## config.mk

```make
export PLATFORM = sky130hd
export DESIGN_NAME = fifo_umbrales
export DESIGN_NICKNAME = d
export VERILOG_FILES = /design/src/rtl/fifo_umbrales.sv
export SDC_FILE = /design/constraint.sdc
export NUM_CORES = 1
export LEC_CHECK = 0
export CELL_PAD_IN_SITES_DETAIL_PLACEMENT = 1
export CELL_PAD_IN_SITES_GLOBAL_PLACEMENT = 1
export CORE_MARGIN = 10
export CORE_UTILIZATION = 50
export CTS_BUF_LIST = sky130_fd_sc_hd__clkbuf_8 sky130_fd_sc_hd__clkbuf_16
export DETAILED_ROUTE_END_ITERATION = 10
export GPL_TIMING_DRIVEN = 0
export PLACE_DENSITY_LB_ADDON = 0.1
export SLEW_MARGIN = 20
export SYNTH_ARGS = -nofsm -noshare
export SYNTH_HDL_FRONTEND = slang
export SYNTH_SLANG_ARGS = --single-unit
```

## constraint.sdc

```tcl
create_clock -name clk -period 5.7 [get_ports clk]
set_clock_uncertainty 0.2 [all_clocks]
set_input_delay 0.855 -clock clk [delete_from_list [all_inputs] [get_ports clk]]
set_output_delay 0.855 -clock clk [all_outputs]
set_load 0.01 [all_outputs]
```

## src/rtl/fifo_umbrales.sv

```systemverilog
// fifo_umbrales: per-lane circular-buffer FIFO with registered empty/full
// status and almost-empty/almost-full flags compared against the live
// bajo/alto thresholds published by the flow-control machine.
// Optional feature macro: FIFO_STICKY_ERR_EN (error_out latches until reset
// instead of pulsing for one cycle).

module fifo_umbrales #(
   parameter int DATA_WIDTH = 10,
   parameter int ADDR_WIDTH = 3
) (
   input  logic                  clk,
   input  logic                  reset,
   input  logic [7:0]            bajo,
   input  logic [7:0]            alto,
   input  logic                  push,
   input  logic [DATA_WIDTH-1:0] data_in,
   input  logic                  pop,
   output logic [DATA_WIDTH-1:0] data_out,
   output logic                  valid_out,
   output logic [ADDR_WIDTH:0]   count,
   output logic                  empty,
   output logic                  full,
   output logic                  almost_empty,
   output logic                  almost_full,
   output logic                  error_out
);

   localparam int DEPTH = 1 << ADDR_WIDTH;

   logic [DATA_WIDTH-1:0] mem_q [DEPTH];

   logic [ADDR_WIDTH-1:0] wrPtr_q, wrPtr_d;
   logic [ADDR_WIDTH-1:0] rdPtr_q, rdPtr_d;
   logic [ADDR_WIDTH:0]   count_q, count_d;
   logic [DATA_WIDTH-1:0] dataOut_q, dataOut_d;
   logic                  validOut_q, validOut_d;
   logic                  empty_q, empty_d;
   logic                  full_q, full_d;
   logic                  almostEmpty_q, almostEmpty_d;
   logic                  almostFull_q, almostFull_d;
   logic                  error_q, error_d;

   logic popOk;
   logic pushOk;
   logic overflow;
   logic underflow;

   // Accept/reject decisions, next pointers/count, and the status flags
   // evaluated on the post-edge count with the thresholds present now.
   always_comb begin
      popOk     = pop && !empty_q;
      pushOk    = push && (!full_q || popOk);
      overflow  = push && full_q && !popOk;
      underflow = pop && empty_q;

      wrPtr_d    = wrPtr_q;
      rdPtr_d    = rdPtr_q;
      count_d    = count_q;
      dataOut_d  = dataOut_q;
      validOut_d = 1'b0;

      if (pushOk) begin
         wrPtr_d = wrPtr_q + 1'b1;
      end
      if (popOk) begin
         rdPtr_d    = rdPtr_q + 1'b1;
         dataOut_d  = mem_q[rdPtr_q];
         validOut_d = 1'b1;
      end

      case ({pushOk, popOk})
         2'b10:   count_d = count_q + 1'b1;
         2'b01:   count_d = count_q - 1'b1;
         default: count_d = count_q;
      endcase

      empty_d       = (count_d == '0);
      full_d        = (count_d == (ADDR_WIDTH+1)'(DEPTH));
      almostEmpty_d = (8'(count_d) <= bajo);
      almostFull_d  = (8'(count_d) >= alto);

`ifdef FIFO_STICKY_ERR_EN
      error_d = error_q | overflow | underflow;
`else
      error_d = overflow | underflow;
`endif
   end

   // Storage array; deliberately not reset, stale words are unreachable
   // once the pointers and count are cleared.
   always_ff @(posedge clk) begin
      if (pushOk) begin
         mem_q[wrPtr_q] <= data_in;
      end
   end

   // Pointer, count, read-data and status registers with async clear.
   always_ff @(posedge clk or negedge reset) begin
      if (!reset) begin
         wrPtr_q       <= '0;
         rdPtr_q       <= '0;
         count_q       <= '0;
         dataOut_q     <= '0;
         validOut_q    <= 1'b0;
         empty_q       <= 1'b1;
         full_q        <= 1'b0;
         almostEmpty_q <= 1'b1;
         almostFull_q  <= 1'b0;
         error_q       <= 1'b0;
      end else begin
         wrPtr_q       <= wrPtr_d;
         rdPtr_q       <= rdPtr_d;
         count_q       <= count_d;
         dataOut_q     <= dataOut_d;
         validOut_q    <= validOut_d;
         empty_q       <= empty_d;
         full_q        <= full_d;
         almostEmpty_q <= almostEmpty_d;
         almostFull_q  <= almostFull_d;
         error_q       <= error_d;
      end
   end

   assign data_out     = dataOut_q;
   assign valid_out    = validOut_q;
   assign count        = count_q;
   assign empty        = empty_q;
   assign full         = full_q;
   assign almost_empty = almostEmpty_q;
   assign almost_full  = almostFull_q;
   assign error_out    = error_q;

endmodule

```

==> impl_results.md <==
- Core Area: 8300 um^2
- R2R cell count: 15
- # IOs: 50
- Drt first-iter violations: 71
- Clock Path Buffers: 2
- Final core occ: 0.621
- Run status: finished clean
- Vias: 2345
- Pwr dens: 493 nW/um^2
- Post-route DRC: 0
- Slowest CP cell: xor2_1
- Cell Rows: 33
- Fill cells: 743
- Critical path class: in2reg
- Power share of the sequential group: 0.440
- Total wire length: 9.37 mm
- CP endpoint: almost_empty
- Drt via density: 5.56
- Levels on crit path: 16
- Clk root buf: clkbuf_8
- R2r startpoint: empty
- Sw frac: 0.344
- Postcts setup bufs: 0
- Clock Pin Slew Worst Setup and Hold Paths: 0.10 ns
- Worst Setup SP: pop
- Syn_area_per_cell: 17.3 um^2
- # Max-Cap Violations: 0
- Top Family by Delay on Critical Path: adder cells
- Clk network pwr share: 0.164
- Synthesis-to-layout area growth: 19.3%
- Multi-input gate area: 1200 um^2
- Global-route wire length before repair: 14.9 mm
- Syn Inst Count: 250
- Initial core utilization: 0.521
- Worst reg2reg setup slack: 1.99 ns
- Routed Antenna Nets: 0
- Least-Margin Pin Slew: 0.759 ns
- Fin crit period: 4.19 ns
- Die area: 12800 um^2
- Synth cell types: 36
- Share of the synthesized area in the top cell type: 0.556
- Synth Cell Area: 4320 um^2
- Synth Warn #: 0
- Clk_lat worst skew: 0.36 ns
- H-tree levels: 3
- CP endpoint kind: flop
- TritonCTS Buffers: 9
- Cell Chain, Critical Path: clkdlybuf4s50_1, nand2b_1, nand2_1, and2_1, inv_1, ha_1, xor2_1, ha_1, a21oi_1, xnor2_1, nor2_1, xor2_1, ha_1, o21a_1, o21a_1, o211ai_1
- Worst vdd ir: 216 uV
- Ant diodes: 0
- Max incr delay on CP: 0.53 ns
- TritonCTS clock tree: done
- WHS Path Cells: 2
- Arr. time, crit path: 4.27 ns
- #FFs+latches synth: 106
- Final cell count without fillers: 422
- Setup WS pre-CTS: 1.13 ns
- Synth top area cells: edfxtp_1 (56%), dfrtp_1 (14%), mux4_2 (10%)
- Max-slew headroom: 0.493
- Worst hold slack: 0.301 ns
- Logic pwr share: 0.395
- Worst setup slack after layout: 1.51 ns
- Share of post-route cells with drive strength above 1: 0.186
- Pin count of the biggest net entering global routing: 27
- # nets final: 355
- GR Overflow Total: 0
- Hpwl dp: 6.50 mm
- Reg area: 3060 um^2
- Fmax: 239 MHz
- Crit path required time: 5.78 ns
- Internal power: 1.67 mW
- Hold Crit Start: data_out[6]
- Die Y: 113 um
- Tot GR Track Use: 0.153
- Vias in the first global route: 2581
- Max-slew violations: 0
- Static leakage: 1.88 nW
- Routed length per instance: 22.2 um
- Pre-Repair DR Iteration Count: 6
- Final hold viol count: 0
- Syn_nets: 293
- Most used cell, CP: ha_1
- Startpoint class of the critical path: input port
- Total Neg Setup Slack: 0 ns
- Worst-path maximum fanout: 6
- Post-synthesis sequential area ratio: 0.707
- Chip Width: 113 um
- PortBufs: 49
- Tcrit/Tclk final: 0.735
- Placer Congestion: 0.719
- Net Sw Power: 0.874 mW
- Post-cts resize count: 0
- Final setup vio count: 0
- Yosys top cell by area: edfxtp_1
- Dpl cells: 406
- Clock sinks: 106
- CP bufs+invs: 2
- Critical R2R Capture: almost_empty
- # hold bufs at CTS: 0
- Hold crit path type: reg2reg
- Unrepaired setup endpoints after global routing: no
- Initial antenna violation count: 0
[state kept, by name, summed over array words and instances, names as in the netlist]
register	flops
almost_empty	1
almost_full	1
count	4
data_out	10
empty	1
error_out	1
full	1
mem_q	80
rdPtr_q	3
valid_out	1
wrPtr_q	3
[kinds of logic (layout without fill, tap and decap cells)]
group / count (synthesis) / after routing / synth area share
compound gates: 23 / 23 / 0.0333
xor+xnor: 8 / 8 / 0.0162
fa+ha+maj: 13 / 13 / 0.0376
buf+inv: 18 / 85 / 0.0200
flops: 106 / 106 / 0.707
mux: 31 / 31 / 0.130
simple gates: 51 / 51 / 0.0556
[power groups by stage]
stage	combinational, mW	sequential (mW)	clock (mW)
global placement	0.974	1.12	0
finish	1.01	1.12	0.418
CTS	1.03	1.12	0.430
floorplan	0.623	1.14	0
global route	1.11	1.14	0.461
detailed placement	1.02	1.14	0
[worst reg2reg max path, stage by stage, from the launching register on]
cell,delay (ns)
dfstp_2,0.56
nand2b_1,0.27
nand2_1,0.08
and2_1,0.20
inv_1,0.12
ha_1,0.27
xor2_1,0.10
ha_1,0.19
a21oi_1,0.14
xnor2_1,0.08
nor2_1,0.12
xor2_1,0.53
ha_1,0.37
o21a_1,0.11
o21a_1,0.16
o211ai_1,0.16
[per-stage QoR]
step	cell area [um^2]	power, mW
2_1_floorplan	4320	1.76
3_3_place_gp	4940	2.10
3_5_place_dp	4970	2.16
4_1_cts	5140	2.58
5_1_grt	5150	2.71
6_report	5150	2.54
[layer usage]
| metal | routed length, um | track usage |
|---|---|---|
| met1 | 4040 | 0.183 |
| met2 | 4910 | 0.272 |
| met3 | 319 | 0.0343 |
| met4 | 98 | 0.0381 |
| met5 | 0 | 0 |
[worst min path at each step]
stage                  end  slack (ns)
2_1_floorplan   wrPtr_q[0]        0.29
3_3_place_gp   data_out[6]        0.27
3_5_place_dp   data_out[6]        0.29
4_1_cts        data_out[6]        0.31
5_1_grt         rdPtr_q[2]        0.34
6_report       data_out[6]        0.30
[synth_stat cells, drive strengths merged]
| cell | instances |
|---|---|
| nand2b | 5 |
| o41ai | 1 |
| nor2b | 1 |
| nand3b | 1 |
| a21oi | 3 |
| dfrtp | 24 |
| a21o | 2 |
| and2 | 1 |
| ha | 13 |
| o21ai | 12 |
| nor3 | 3 |
| a22oi | 1 |
| o21bai | 1 |
| clkbuf | 2 |
| nor2 | 10 |
| xor2 | 4 |
| nor4 | 1 |
| mux2i | 10 |
| nand3 | 1 |
| inv | 11 |
| nand2 | 25 |
| o211ai | 1 |
| nand4 | 1 |
| or4 | 1 |
| dfstp | 2 |
| nor3b | 1 |
| mux4 | 20 |
| mux2 | 1 |
| xnor2 | 4 |
| edfxtp | 80 |
| buf | 5 |
| o21a | 2 |
[placed cells by master (no fill, tap or decap), types with 2 or more instances in the layout]
master / n
dfstp_2: 2
nor3_2: 3
dfrtp_1: 24
nor2_2: 6
inv_6: 3
clkdlybuf4s50_1: 48
buf_6: 3
clkinv_2: 3
o21a_1: 2
buf_2: 4
nor2_1: 4
inv_1: 10
clkbuf_8: 9
mux2i_1: 10
edfxtp_1: 80
nand2b_1: 5
xnor2_1: 4
mux4_2: 20
a21o_1: 2
o21ai_1: 11
nand2_1: 25
clkbuf_1: 2
a21oi_1: 3
xor2_1: 4
ha_1: 13
[final cells by class]
| class | instances | share of cell area |
|---|---|---|
| clock inverter | 7 | 0.00971 |
| buffer | 7 | 0.00874 |
| sequential | 106 | 0.593 |
| clock buffer | 9 | 0.0240 |
| inverter | 11 | 0.00801 |
| timing repair buffer | 51 | 0.0978 |
| tap | 105 | 0.0255 |
| multi-input combinational | 126 | 0.233 |
Power figures use the tool's default switching activity.
